## src/rtl/scan_regfile_pkg.sv

```systemverilog
// Shared definitions for the scan register file: write-port operation encodings.
package scan_regfile_pkg;

  typedef enum logic [1:0] {
    OP_LOAD = 2'd0,
    OP_SHL  = 2'd1,
    OP_SHR  = 2'd2,
    OP_ROL  = 2'd3
  } op_t;

endpackage

```

## src/rtl/scan_regfile_word.sv

```systemverilog
// One register of the bank: scan shift has priority over the write/modify port.
module scan_regfile_word
  import scan_regfile_pkg::*;
#(
  parameter int WIDTH = 8
) (
  input  logic             clk,
  input  logic             rst,
  input  logic             scan_enable,
  input  logic             sin,
  input  logic             we,
  input  logic [1:0]       op,
  input  logic [WIDTH-1:0] wdata,
  input  logic             shift_in,
  output logic [WIDTH-1:0] q,
  output logic             sout
);

  logic [WIDTH-1:0] q_q;
  logic [WIDTH-1:0] q_d;

  // Shifts are built as shift-then-patch so WIDTH=1 degenerates correctly:
  // SHL/SHR yield shift_in and ROL holds.
  always_comb begin
    q_d = q_q;
    if (scan_enable) begin
      q_d    = q_q << 1;
      q_d[0] = sin;
    end else if (we) begin
      case (op_t'(op))
        OP_LOAD: q_d = wdata;
        OP_SHL: begin
          q_d    = q_q << 1;
          q_d[0] = shift_in;
        end
        OP_SHR: begin
          q_d            = q_q >> 1;
          q_d[WIDTH-1]   = shift_in;
        end
        OP_ROL: begin
          q_d    = q_q << 1;
          q_d[0] = q_q[WIDTH-1];
        end
        default: q_d = q_q;
      endcase
    end
  end

  always_ff @(posedge clk) begin
    if (rst) begin
      q_q <= '0;
    end else begin
      q_q <= q_d;
    end
  end

  assign q    = q_q;
  assign sout = q_q[WIDTH-1];

endmodule

```

## src/rtl/scan_regfile.sv

```systemverilog
// Register bank with one write/modify port, two combinational read ports and a
// single scan chain through all registers, reg[0] nearest scan_in.
module scan_regfile
  import scan_regfile_pkg::*;
#(
  parameter int   WIDTH = 8,
  parameter int   NREGS = 4,
  localparam int  AW    = (NREGS > 1) ? $clog2(NREGS) : 1
) (
  input  logic             clk,
  input  logic             rst,
  input  logic             scan_enable,
  input  logic             scan_in,
  output logic             scan_out,
  output logic             scan_wrap,
  input  logic             we,
  input  logic [1:0]       op,
  input  logic [AW-1:0]    waddr,
  input  logic [WIDTH-1:0] wdata,
  input  logic             shift_in,
  input  logic [AW-1:0]    raddr_a,
  input  logic [AW-1:0]    raddr_b,
  output logic [WIDTH-1:0] rdata_a,
  output logic [WIDTH-1:0] rdata_b
);

  localparam int CHAIN = NREGS * WIDTH;
  localparam int CW    = (CHAIN > 1) ? $clog2(CHAIN) : 1;

  logic [WIDTH-1:0] regs [NREGS];
  logic             sout [NREGS];
  logic [NREGS-1:0] we_vec;

  // Out-of-range write addresses match no word, so nothing changes.
  always_comb begin
    we_vec = '0;
    for (int i = 0; i < NREGS; i++) begin
      we_vec[i] = we && (waddr == AW'(i));
    end
  end

  for (genvar i = 0; i < NREGS; i++) begin : g_word
    logic sin;
    if (i == 0) begin : g_head
      assign sin = scan_in;
    end else begin : g_link
      assign sin = sout[i-1];
    end

    scan_regfile_word #(.WIDTH(WIDTH)) u_word (
      .clk         (clk),
      .rst         (rst),
      .scan_enable (scan_enable),
      .sin         (sin),
      .we          (we_vec[i]),
      .op          (op),
      .wdata       (wdata),
      .shift_in    (shift_in),
      .q           (regs[i]),
      .sout        (sout[i])
    );
  end

  assign scan_out = sout[NREGS-1];

  // Reads return the registered value; an address past the bank reads as zero.
  always_comb begin
    rdata_a = '0;
    rdata_b = '0;
    for (int i = 0; i < NREGS; i++) begin
      if (raddr_a == AW'(i)) rdata_a = regs[i];
      if (raddr_b == AW'(i)) rdata_b = regs[i];
    end
  end

  logic [CW-1:0] cnt_q;
  logic [CW-1:0] cnt_d;
  logic          scan_wrap_q;
  logic          scan_wrap_d;
  logic          wrap_hit;

  assign wrap_hit = (cnt_q == CW'(CHAIN - 1));

  always_comb begin
    cnt_d       = cnt_q;
    scan_wrap_d = 1'b0;
    if (scan_enable) begin
      cnt_d       = wrap_hit ? '0 : cnt_q + 1'b1;
      scan_wrap_d = wrap_hit;
    end
  end

  always_ff @(posedge clk) begin
    if (rst) begin
      cnt_q       <= '0;
      scan_wrap_q <= 1'b0;
    end else begin
      cnt_q       <= cnt_d;
      scan_wrap_q <= scan_wrap_d;
    end
  end

  assign scan_wrap = scan_wrap_q;

endmodule

```

## config.mk

```make
export PLATFORM = sky130hd
export DESIGN_NAME = scan_regfile
export DESIGN_NICKNAME = d
export VERILOG_FILES = /design/src/rtl/scan_regfile_pkg.sv /design/src/rtl/scan_regfile_word.sv /design/src/rtl/scan_regfile.sv
export SDC_FILE = /design/constraint.sdc
export NUM_CORES = 1
export LEC_CHECK = 0
export ABC_AREA = 1
export CORE_MARGIN = 2
export CORE_UTILIZATION = 49
export CTS_CLUSTER_SIZE = 40
export DETAILED_ROUTE_END_ITERATION = 16
export GPL_ROUTABILITY_DRIVEN = 1
export PLACE_DENSITY_LB_ADDON = 0.08
export SLEW_MARGIN = 15
export SYNTH_ARGS = -nofsm -noshare
export SYNTH_HDL_FRONTEND = slang
export SYNTH_SLANG_ARGS = --single-unit
```

## constraint.sdc

```tcl
create_clock -name clk -period 1.3 [get_ports clk]
set_input_delay 0.26 -clock clk [delete_from_list [all_inputs] [get_ports clk]]
set_output_delay 0.26 -clock clk [all_outputs]
set_load 0.1 [all_outputs]
```

== After elaboration in Yosys (flattened, before gate mapping) ==
Index checks and enable logic that the tools add are counted.

* Flip-flop bits (word level): 38
* Bits in latches: 0
* Memory bits (writable): 0
* ROM bits: 0
* Bits of input ports: 22
* Output and inout bits: 18
* Word-level logic and storage cells: 55
* Memories: 0

* $add $sub $neg: 1
* Multiply operators: 0
* Divide/modulo/power cells: 0
* Magnitude comparators: 0
* Eq/ne operators: 13
* Shift operators: 0
* Multiplexer cells: 21
* Bitwise operators: 1
* Reductions and logical operators: 13

{| class="wikitable"
|+ Operators with widths
! cell !! count
|-
| $mux W8 || 16
|-
| $pmux W8 S4 || 4
|-
| $eq A2 B2 Y1 const B || 8
|-
| $eq A2 B1 Y1 const B || 4
|-
| $logic_not A2 Y1 || 4
|-
| $reduce_bool A2 Y1 || 4
|-
| $add A5 B1 Y5 const B || 1
|-
| $eq A5 B5 Y1 const B || 1
|-
| $mux W5 || 1
|-
| $logic_and A1 B1 Y1 || 4
|-
| $reduce_or A2 Y1 || 1
|-
| $not A1 Y1 || 1
|}

== Depth between registers and ports, before layout ==
Gate-level depths: netlist of run 1.

* Depth after elaboration: 5
* Depth in mapped cells: 7
* Mapped depth without buffers: 6

== Cells and area by module ==
Synthesis of run 1 repeated with hierarchy kept, for this count alone.

* Cell total of the unflattened synthesis: 445
* Area total of the unflattened synthesis: 2777.7 um^2

{| class="wikitable"
|+ By module, submodules not included
! module !! instances !! cells each !! area each (um^2) !! sequential area each (um^2)
|-
| scan_regfile_word || 4 || 78 || 511.7 || 160.2
|-
| scan_regfile || 1 || 133 || 730.7 || 120.1
|}

== Least setup slack after synthesis of run 1 ==
No wires, ideal clock.

* Path kind: reg2out
* Start: reg g_word[3].u_word.q_q[7]
* End: out rdata_a[7]
* Arrival: 2695 ps
* Required time: 1040 ps
* Slack: -1655 ps
* Stages on the path, launching flop included: 3
* Buffers on the path: 0
* Cells stage by stage: dfxtp_1 inv_1 o2111ai_1

* Longest elaborated chain between the ends: 1

{| class="wikitable"
|+ RTL lines
! item !! RTL line !! RTL
|-
| from (decl) || scan_regfile_word.sv:19 || <nowiki>logic [WIDTH-1:0] q_q;</nowiki>
|-
| from (signal assigned) || scan_regfile_word.sv:53 || <nowiki>q_q <= q_d;</nowiki>
|-
| $mux W8 || scan_regfile.sv:71 || <nowiki>if (raddr_a == AW'(i)) rdata_a = regs[i];</nowiki>
|-
| to (decl) || scan_regfile.sv:23 || <nowiki>output logic [WIDTH-1:0] rdata_a,</nowiki>
|}

No other way between the ends.

== Final worst setup path of run 1 ==
* Start: reg g_word[1].u_word.q_q[0]
* End: out rdata_b[0]

* Longest elaborated chain between the ends: 3

{| class="wikitable"
|+ RTL lines
! item !! RTL line !! RTL
|-
| from (decl) || scan_regfile_word.sv:19 ||
|-
| from (signal assigned) || scan_regfile_word.sv:53 ||
|-
| $mux W8 (3 in a row) || scan_regfile.sv:72 || <nowiki>if (raddr_b == AW'(i)) rdata_b = regs[i];</nowiki>
|-
| to (decl) || scan_regfile.sv:24 || <nowiki>output logic [WIDTH-1:0] rdata_b</nowiki>
|}

No other way between the ends.

==> results.md, run 1 <==
- Die area: 6100 sq um
- Worst EP arrival: 1.15 ns
- WP data required: 1.04 ns
- Routed len/inst: 16.9 um
- Count of hold-fix buffers inserted at cts: 0
- RR Endpoint: scan_wrap$_SDFF_PP0_
- # DRC: 0
- Final WS setup: -0.107 ns
- Initial Util: 51.7%
- Sequential share of power: 35.0%
- Final hold violation count: 0
- CTS Buf Count: 5
- Clock sinks: 38
- FF-to-FF path depth: 7
- Worst Skew: 0.00474 ns
- CTS Root Cell: clkbuf_8
- Layout area overhead: 63.8%
- GRT overflow: 0
- Post-synthesis sequential area ratio: 28.3%
- Min-delay src: we
- Min Tclk post-route: 1.41 ns
- Leakage Power: 2.00 nW
- Later-pin clock latency in the skew report: 0.30 ns
- Final setup violating endpoints: 15
- Placed Instance Area: 3840 sq um
- Core ar.: 5200 sq um
- Commonest non-fill, non-tap cell in the layout: nand2_1
- Critical-path top delay cell: dfxtp_2
- R2R Setup Slk: 0.05 ns
- Reg2reg start: cnt_q[0]$_SDFFE_PP0P_
- CTS tree: yes
- Initial antenna violation count: 0
- Overall routing resource usage: 33.4%
- Hold Path Class: in2reg
- P per Cell Area: 890 nW/um^2
- Sum Neg Setup Slack: -1.13 ns
- Fmax: 711 MHz
- Worst slew pin tran: 0.289 ns
- Post-synthesis area per instance: 5.73 sq um
- Hold slack final: 0.530 ns
- Slew HR: 80.8%
- Mapped cell area: 2690 sq um
- Yosys top cell area share: 28.3%
- First-pass GRT wire length: 16200 um
- Vias in the first global route: 3403
- Max_cap viols: 0
- Ports: 40
- Internal power: 2.36 mW
- Fin nets: 583
- Crit path capture type: output pin
- Design Power: 3.93 mW
- # H-tree levels: 2
- Maximum VDD drop: 0.796 mV
- Most frequent cells in the layout: 130 x nand2_1, 69 x nand3_1, 53 x a21oi_1
- Failing checks: negative setup slack
- Mapped Cells: 470
- Ant diodes: 0
- Row count: 26
- Switch Pwr: 1.57 mW
- Vias per cell: 5.90
- Area contributors post-synth: dfxtp_1 28%, nand2_1 21%, nand3_1 13%
- Layout cells sized above 1: 35.1%
- Finished Layout Cells: 628
- Die Ht: 78.1 um
- Hold Path Cell Cnt: 6
- Syn Nets: 494
- Clock buffer depth: 2
- Vias: 3708
- CP Launch Point: g_word[1].u_word.q[0]$_SDFFE_PP0P_
- Worst Path Class, Setup: reg2out
- 1st-pass router iterations: 5
- Inst Count DP: 593
- Status: complete, but fails checks
- Placer congestion estimate: 0.909
- Synth area leader: dfxtp_1
- Synth unique cells: 22
- Pin count of the biggest net entering global routing: 37
- Fillers: 314
- Clk slew on worst S/H paths: 0.08 ns
- Initial DRC count: 584
- Critical path cell sequence: inv_2, o2111ai_4, buf_12
- CP startpoint kind: flip-flop
- RSZ-0062 raised after global routing: true
- Max incr delay on CP: 0.34 ns
- Switching power share of the total: 39.9%
- Max-slew violations: 0
- Yosys warns: 0
- Yosys reg bits: 38
- Comb pwr share: 43.6%
- Hpwl dp: 6850 um
- Port bufs: 39
- Crit share post-route: 108%
- Final antenna-violating net count: 0
- Die W: 78.1 um
- Clock share of power: 21.4%
- Peak fanout along the critical path: 2
- Util after Layout: 84.8%
- Final WL: 10600 um
- Pre-CTS setup slack: -0.612 ns
- Fin area: 4410 sq um
- Hold worst-path end: g_word[3].u_word.q[7]$_SDFFE_PP0P_
==> area by class of cell <==
cell class / count / area [sq um] / area share (%)
timing repair buffer: 107 / 1230 / 27.9
inverter: 44 / 190 / 4.31
tap: 70 / 87.6 / 1.99
sequential: 38 / 841 / 19.1
clock buffer: 6 / 82.6 / 1.87
multi-input combinational: 363 / 1980 / 44.9
==> cells in the mapped netlist (all sizes together) <==
library cell  number
nand2            154
nand3             69
a21oi             53
nor2              53
inv               44
dfxtp             38
buf               18
o2111ai           10
o21ai             10
clkbuf             7
nand4              6
and3               2
ha                 2
nor3               2
nor3b              1
xnor2              1
==> cell families after synthesis <==
| family | after synthesis | share of synthesized area [%] |
|---|---|---|
| xor gates and xnor gates | 1 | 0.325 |
| and+or+nand+nor | 287 | 44.8 |
| DFF | 38 | 28.3 |
| adders and majority gates | 2 | 0.929 |
| AOI/OAI and AO/OA | 73 | 15.0 |
| buffers and inverters | 69 | 10.7 |
==> timing repair <==
item                                    4_1_cts  5_1_grt
endpoints found under the setup margin       25       52
pin swaps                                    23       17
gates resized for setup                      91       47
setup buffers                                24        6
==> per-layer routing <==
metal	part of all wire, %	vias to the layer above	global-route usage [%]
met5	0	-	0
met4	2.9	0	11.4
met3	9.7	38	4.94
met2	49	257	57.4
met1	39	1701	42.8
li1	-	1712	-
==> critical path, delay by kind of cell, from the launching register on <==
family	cells	cell delay (ns)
DFF	1	0.34
buffers and inverters	2	0.26
AOI/OAI and AO/OA	1	0.24
==> state kept, by name, summed over array words and instances, names as in the netlist <==
| signal | cells |
|---|---|
| g_word.u_word.q | 32 |
| cnt_q | 5 |
| scan_wrap | 1 |
==> power groups by stage <==
stage | registers [mW] | clock network [mW] | logic, mW
floorplan | 1.36 | 0 | 0.937
global placement | 1.38 | 0 | 1.48
detailed placement | 1.39 | 0 | 1.50
CTS | 1.36 | 0.840 | 1.62
global route | 1.38 | 0.890 | 1.80
finish | 1.37 | 0.841 | 1.71
==> worst max path at each step <==
| stage | end | cells after the start | slack [ns] |
|---|---|---|---|
| global route | rdata_b[0] | 3 | -0.14 |
| global placement | rdata_b[7] | 6 | -0.54 |
| floorplan | rdata_a[3] | 4 | -0.26 |
| finish | rdata_b[0] | 3 | -0.11 |
| CTS | rdata_a[7] | 3 | -0.1 |
| detailed placement | rdata_b[7] | 6 | -0.61 |
No activity file was read; power rests on OpenSTA's default activity.
==> inputs of run 2 (changes only) <==
PLACE_DENSITY = 0.76   (was default)
PLACE_DENSITY_LB_ADDON = default   (was 0.08)
==> results.md, run 2 (same netlist as run 1, synthesis figures left out) <==
- Worst Path Class, Setup: reg2out (unchanged)
- Final hold violation count: 0 (unchanged)
- P per Cell Area: 907 nW/um^2 (was 890 nW/um^2)
- Vias: 3656 (was 3708)
- Hold worst-path end: scan_wrap$_SDFF_PP0_ (was g_word[3].u_word.q[7]$_SDFFE_PP0P_)
- Ant diodes: 0 (unchanged)
- Worst Skew: 0.00542 ns (was 0.00474 ns)
- Initial Util: 51.7% (unchanged)
- Crit path capture type: output pin (unchanged)
- Util after Layout: 83.6% (was 84.8%)
- Min-delay src: scan_enable (was we)
- Port bufs: 39 (unchanged)
- Inst Count DP: 587 (was 593)
- Max_cap viols: 0 (unchanged)
- Finished Layout Cells: 624 (was 628)
- # H-tree levels: 2 (unchanged)
- CTS Buf Count: 5 (unchanged)
- Sum Neg Setup Slack: -1.17 ns (was -1.13 ns)
- Pin count of the biggest net entering global routing: 42 (was 37)
- CTS Root Cell: clkbuf_8 (unchanged)
- First-pass GRT wire length: 16300 um (was 16200 um)
- Clock sinks: 38 (unchanged)
- RR Endpoint: cnt_q[3]$_SDFFE_PP0P_ (was scan_wrap$_SDFF_PP0_)
- Die area: 6100 sq um (unchanged)
- Failing checks: negative setup slack (unchanged)
- Status: complete, but fails checks (unchanged)
- Initial antenna violation count: 0 (unchanged)
- Crit share post-route: 108% (about the same)
- Maximum VDD drop: 0.594 mV (was 0.796 mV)
- Routed len/inst: 16.2 um (was 16.9 um)
- CP startpoint kind: flip-flop (unchanged)
- Critical-path top delay cell: dfxtp_2 (unchanged)
- Vias in the first global route: 3498 (was 3403)
- Later-pin clock latency in the skew report: 0.30 ns (about the same)
- Commonest non-fill, non-tap cell in the layout: nand2_1 (unchanged)
- RSZ-0062 raised after global routing: true (unchanged)
- FF-to-FF path depth: 6 (was 7)
- Hpwl dp: 6870 um (was 6850 um)
- Final WS setup: -0.102 ns (was -0.107 ns)
- Count of hold-fix buffers inserted at cts: 0 (unchanged)
- Fin nets: 577 (was 583)
- CP top delay family: flip-flops (unchanged)
- Worst EP arrival: 1.14 ns (was 1.15 ns)
- Critical path cell sequence: inv_2, o2111ai_4, buf_12 (unchanged)
- Most frequent cells in the layout: 130 x nand2_1, 69 x nand3_1, 53 x a21oi_1 (unchanged)
- Max incr delay on CP: 0.34 ns (about the same)
- Layout area overhead: 61.6% (was 63.8%)
- Worst slew pin tran: 0.291 ns (was 0.289 ns)
- Initial DRC count: 558 (was 584)
- Placer congestion estimate: 0.923 (was 0.909)
- Min Tclk post-route: 1.40 ns (was 1.41 ns)
- Max reg flops: 32 (unchanged)
- Die W: 78.1 um (unchanged)
- Reg2reg start: cnt_q[1]$_SDFFE_PP0P_ (was cnt_q[0]$_SDFFE_PP0P_)
- Overall routing resource usage: 33.5% (was 33.4%)
- Hold slack final: 0.530 ns (about the same)
- Max-slew violations: 0 (unchanged)
- Hold Path Class: in2reg (unchanged)
- Leakage Power: 1.98 nW (was 2.00 nW)
- Core ar.: 5200 sq um (unchanged)
- Fmax: 713 MHz (was 711 MHz)
- 1st-pass router iterations: 5 (unchanged)
- Ports: 40 (unchanged)
- Final setup violating endpoints: 16 (was 15)
- Pre-CTS setup slack: -0.564 ns (was -0.612 ns)
- # DRC: 0 (unchanged)
- GRT overflow: 0 (unchanged)
- Vias per cell: 5.86 (was 5.90)
- Row count: 26 (unchanged)
- Peak fanout along the critical path: 2 (unchanged)
- Fin area: 4350 sq um (was 4410 sq um)
- Final antenna-violating net count: 0 (unchanged)
- WP data required: 1.04 ns (about the same)
- Fillers: 329 (was 314)
- Layout cells sized above 1: 34.3% (was 35.1%)
- CTS tree: yes (unchanged)
- Design Power: 3.95 mW (was 3.93 mW)
- Hold Path Cell Cnt: 4 (was 6)
- Final WL: 10100 um (was 10600 um)
- Buffers & Inverters on Critical Path: 2 (unchanged)
- Die Ht: 78.1 um (unchanged)
- Slew HR: 80.5% (was 80.8%)
- Clock buffer depth: 2 (unchanged)
- R2R Setup Slk: 0.05 ns (about the same)
- Placed Instance Area: 3810 sq um (was 3840 sq um)
- Clk slew on worst S/H paths: 0.08 ns (about the same)
[run 2: worst reg2reg max path: cells and delay by family, from the launching register on]
family | cells | cell delay [ns]
compound gates | 1 | 0.20
buf+inv | 1 | 0.05
flops | 1 | 0.36
fa+ha+maj | 2 | 0.27
simple gates | 2 | 0.26
[run 2: worst max path at each step]
stage                                            start    endpoint  slack (ns)  cells after the start
floorplan                                   raddr_a[0]  rdata_a[3]       -0.26                      4
global placement                            raddr_b[0]  rdata_b[7]       -0.52                      6
detailed placement                          raddr_a[1]  rdata_a[1]       -0.56                      6
CTS                 g_word[3].u_word.q[6]$_SDFFE_PP0P_  rdata_b[6]        -0.1                      3
global route        g_word[1].u_word.q[3]$_SDFFE_PP0P_  rdata_b[3]       -0.14                      3
finish              g_word[3].u_word.q[1]$_SDFFE_PP0P_  rdata_a[1]       -0.10                      3
[run 2: what timing repair did]
action / CTS / global route
pin swaps: 30 / 11
gates cloned: 0 / 0
endpoints found under the setup margin: 26 / 48
endpoints found under the hold margin: 0 / 0
resized for setup: 95 / 33
buffers inserted: 28 / 2
[run 2: routing by layer]
layer | part of all wire [%] | vias up | global-route usage (%)
met5 | 0 | - | 0
met4 | 2.7 | 0 | 10.2
met3 | 10 | 41 | 5.75
met2 | 49 | 232 | 59.0
met1 | 38 | 1680 | 41.7
li1 | - | 1703 | -
[run 2: final cells by class]
type | instances | area, sq um | area share (%)
Clock buffer | 6 | 82.6 | 1.90
Clock inverter | 2 | 11.3 | 0.259
Tap cell | 70 | 87.6 | 2.01
Inverter | 44 | 180 | 4.14
Timing Repair Buffer | 101 | 1180 | 27.0
Sequential cell | 38 | 842 | 19.4
Multi-Input combinational cell | 363 | 1970 | 45.3
[run 2: power breakdown]
group / internal (mW) / switching, mW / total (mW)
sequential: 1.26 / 0.115 / 1.37
clock: 0.429 / 0.463 / 0.891
combinational: 0.682 / 1.00 / 1.68
==> inputs of run 3 (changes only) <==
CORE_MARGIN = 1   (was 2)
RECOVER_POWER = 50   (was default)
==> results.md, run 3 (same netlist as run 1, synthesis figures left out) <==
- Worst Skew: 0.0114 ns (was 0.00542 ns)
- Clock sinks: 38 (unchanged)
- Internal power: 2.61 mW (was 2.37 mW)
- Leakage Power: 1.97 nW (was 1.98 nW)
- FF-to-FF path depth: 6 (unchanged)
- Storage cell area: 840 sq um (was 842 sq um)
- Reg2reg start: cnt_q[0]$_SDFFE_PP0P_ (was cnt_q[1]$_SDFFE_PP0P_)
- Row count: 26 (unchanged)
- CTS tree: yes (unchanged)
- Count of hold-fix buffers inserted at cts: 0 (unchanged)
- Layout cells sized above 1: 33.9% (was 34.3%)
- Fmax: 705 MHz (was 713 MHz)
- Failing checks: negative setup slack (unchanged)
- Layout area overhead: 61.2% (was 61.6%)
- Core ar.: 5200 sq um (unchanged)
- Sequential share of power: 32.8% (was 34.8%)
- Crit path capture type: output pin (unchanged)
- Initial Util: 51.7% (unchanged)
- Peak fanout along the critical path: 3 (was 2)
- Final antenna-violating net count: 0 (unchanged)
- Commonest non-fill, non-tap cell in the layout: nand2_1 (unchanged)
- Max_cap viols: 0 (unchanged)
- Most frequent cells in the layout: 127 x nand2_1, 68 x nand3_1, 53 x a21oi_1 (was 130 x nand2_1, 69 x nand3_1, 53 x a21oi_1)
- Max reg flops: 32 (unchanged)
- Vias in the first global route: 3466 (was 3498)
- Initial DRC count: 325 (was 558)
- Die area: 5800 sq um (was 6100 sq um)
- RSZ-0062 raised after global routing: true (unchanged)
- Fillers: 327 (was 329)
- Worst Path Class, Setup: reg2out (unchanged)
- CTS Root Cell: clkbuf_8 (unchanged)
- Worst slew pin tran: 0.367 ns (was 0.291 ns)
- Pin count of the biggest net entering global routing: 41 (was 42)
- Ant diodes: 0 (unchanged)
- Design Power: 4.20 mW (was 3.95 mW)
- Sum Neg Setup Slack: -1.22 ns (was -1.17 ns)
- Hold worst-path end: g_word[3].u_word.q[7]$_SDFFE_PP0P_ (was scan_wrap$_SDFF_PP0_)
- CTS Buf Count: 5 (unchanged)
- Hpwl dp: 7030 um (was 6870 um)
- Slew HR: 75.6% (was 80.5%)
- Maximum VDD drop: 0.612 mV (was 0.594 mV)
- Ports: 40 (unchanged)
- Hold Path Cell Cnt: 6 (was 4)
- Vias per cell: 5.86 (about the same)
- Fin nets: 569 (was 577)
- Comb pwr share: 39.5% (was 42.7%)
- RR Endpoint: cnt_q[3]$_SDFFE_PP0P_ (unchanged)
- Die W: 76.1 um (was 78.1 um)
- Max-slew violations: 0 (unchanged)
- Clock buffer depth: 2 (unchanged)
- GRT overflow: 0 (unchanged)
- Final setup violating endpoints: 16 (unchanged)
- WP data required: 1.04 ns (about the same)
- Routed len/inst: 16.5 um (was 16.2 um)
- 1st-pass router iterations: 5 (unchanged)
- R2R Setup Slk: 0.05 ns (about the same)
- Hold Path Class: in2reg (unchanged)
- Clk slew on worst S/H paths: 0.09 ns (was 0.08 ns)
- First-pass GRT wire length: 16300 um (about the same)
- Later-pin clock latency in the skew report: 0.30 ns (about the same)
- Status: complete, but fails checks (unchanged)
- # H-tree levels: 2 (unchanged)
- Final hold violation count: 0 (unchanged)
- Worst EP arrival: 1.16 ns (was 1.14 ns)
- Min Tclk post-route: 1.42 ns (was 1.40 ns)
- Die Ht: 76.1 um (was 78.1 um)
- Crit share post-route: 109% (was 108%)
- Min-delay src: waddr[0] (was scan_enable)
- Final WS setup: -0.118 ns (was -0.102 ns)
- Multi-input logic area: 1970 sq um (about the same)
- Clock share of power: 27.7% (was 22.6%)
- # DRC: 0 (unchanged)
- Final WL: 10100 um (about the same)
- Switching power share of the total: 37.9% (was 40.0%)
- CP startpoint kind: flip-flop (unchanged)
- Port bufs: 39 (unchanged)
- Switch Pwr: 1.60 mW (was 1.58 mW)
- Overall routing resource usage: 35.2% (was 33.5%)
- Vias: 3607 (was 3656)
- Placer congestion estimate: 0.984 (was 0.923)
- P per Cell Area: 969 nW/um^2 (was 907 nW/um^2)
- Initial antenna violation count: 0 (unchanged)
[run 3: repair_timing]
action                     4_1_cts  5_1_grt
pin swaps                       18       16
setup buffers                   17        5
gates resized for setup         93       43
setup endpoints to repair       29       50
[run 3: critical path: stages, from the launching register on]
cell and delay (ns):
dfxtp_2 0.37, inv_4 0.06, o2111ai_4 0.22, buf_12 0.21
[run 3: power groups by stage]
stage	Clock, mW	Sequential, mW	Combinational [mW]
final	1.17	1.38	1.66
after global routing	1.22	1.39	1.76
after CTS	1.16	1.37	1.61
after detailed placement	0	1.39	1.51
after global placement	0	1.39	1.48
after floorplan	0	1.36	0.937
[run 3: area by class of cell]
class,instances,area share (%)
clock buffer,6,2.16
multi-input combinational,363,45.5
timing repair buffer,93,25.7
inverter,44,4.38
sequential,38,19.3
tap,70,2.02
clock inverter,2,0.894
[run 3: worst max-delay path by stage]
stage	start	to	slack, ns	depth (start not counted)
after floorplan	raddr_a[0]	rdata_a[3]	-0.26	4
after global placement	raddr_b[0]	rdata_b[4]	-0.52	6
after detailed placement	raddr_b[1]	rdata_b[1]	-0.57	7
after CTS	g_word[3].u_word.q[1]$_SDFFE_PP0P_	rdata_b[1]	-0.12	3
after global routing	g_word[1].u_word.q[3]$_SDFFE_PP0P_	rdata_a[3]	-0.15	4
final	g_word[1].u_word.q[0]$_SDFFE_PP0P_	rdata_b[0]	-0.12	3
[run 3: per-layer routing]
metal | share of wire [%] | vias to the layer above | GRT usage, %
met5 | 0 | - | 0
met4 | 3.6 | 0 | 18.3
met3 | 9.4 | 40 | 7.43
met2 | 48 | 227 | 57.0
met1 | 39 | 1652 | 44.1
li1 | - | 1688 | -
[run 3: stage by stage]
stage | utilization [%] | cells | hold WS [ns] | setup WS, ns | area [sq um]
after global placement | 73.5 | 588 | 0.490 | -0.523 | 3830
final | 83.4 | 616 | 0.538 | -0.118 | 4340
after CTS | 81.1 | 612 | 0.530 | -0.117 | 4220
after floorplan | - | 470 | 0.337 | -0.263 | 2920
after global routing | 83.4 | 616 | 0.580 | -0.149 | 4340
after detailed placement | 73.5 | 588 | 0.513 | -0.571 | 3830
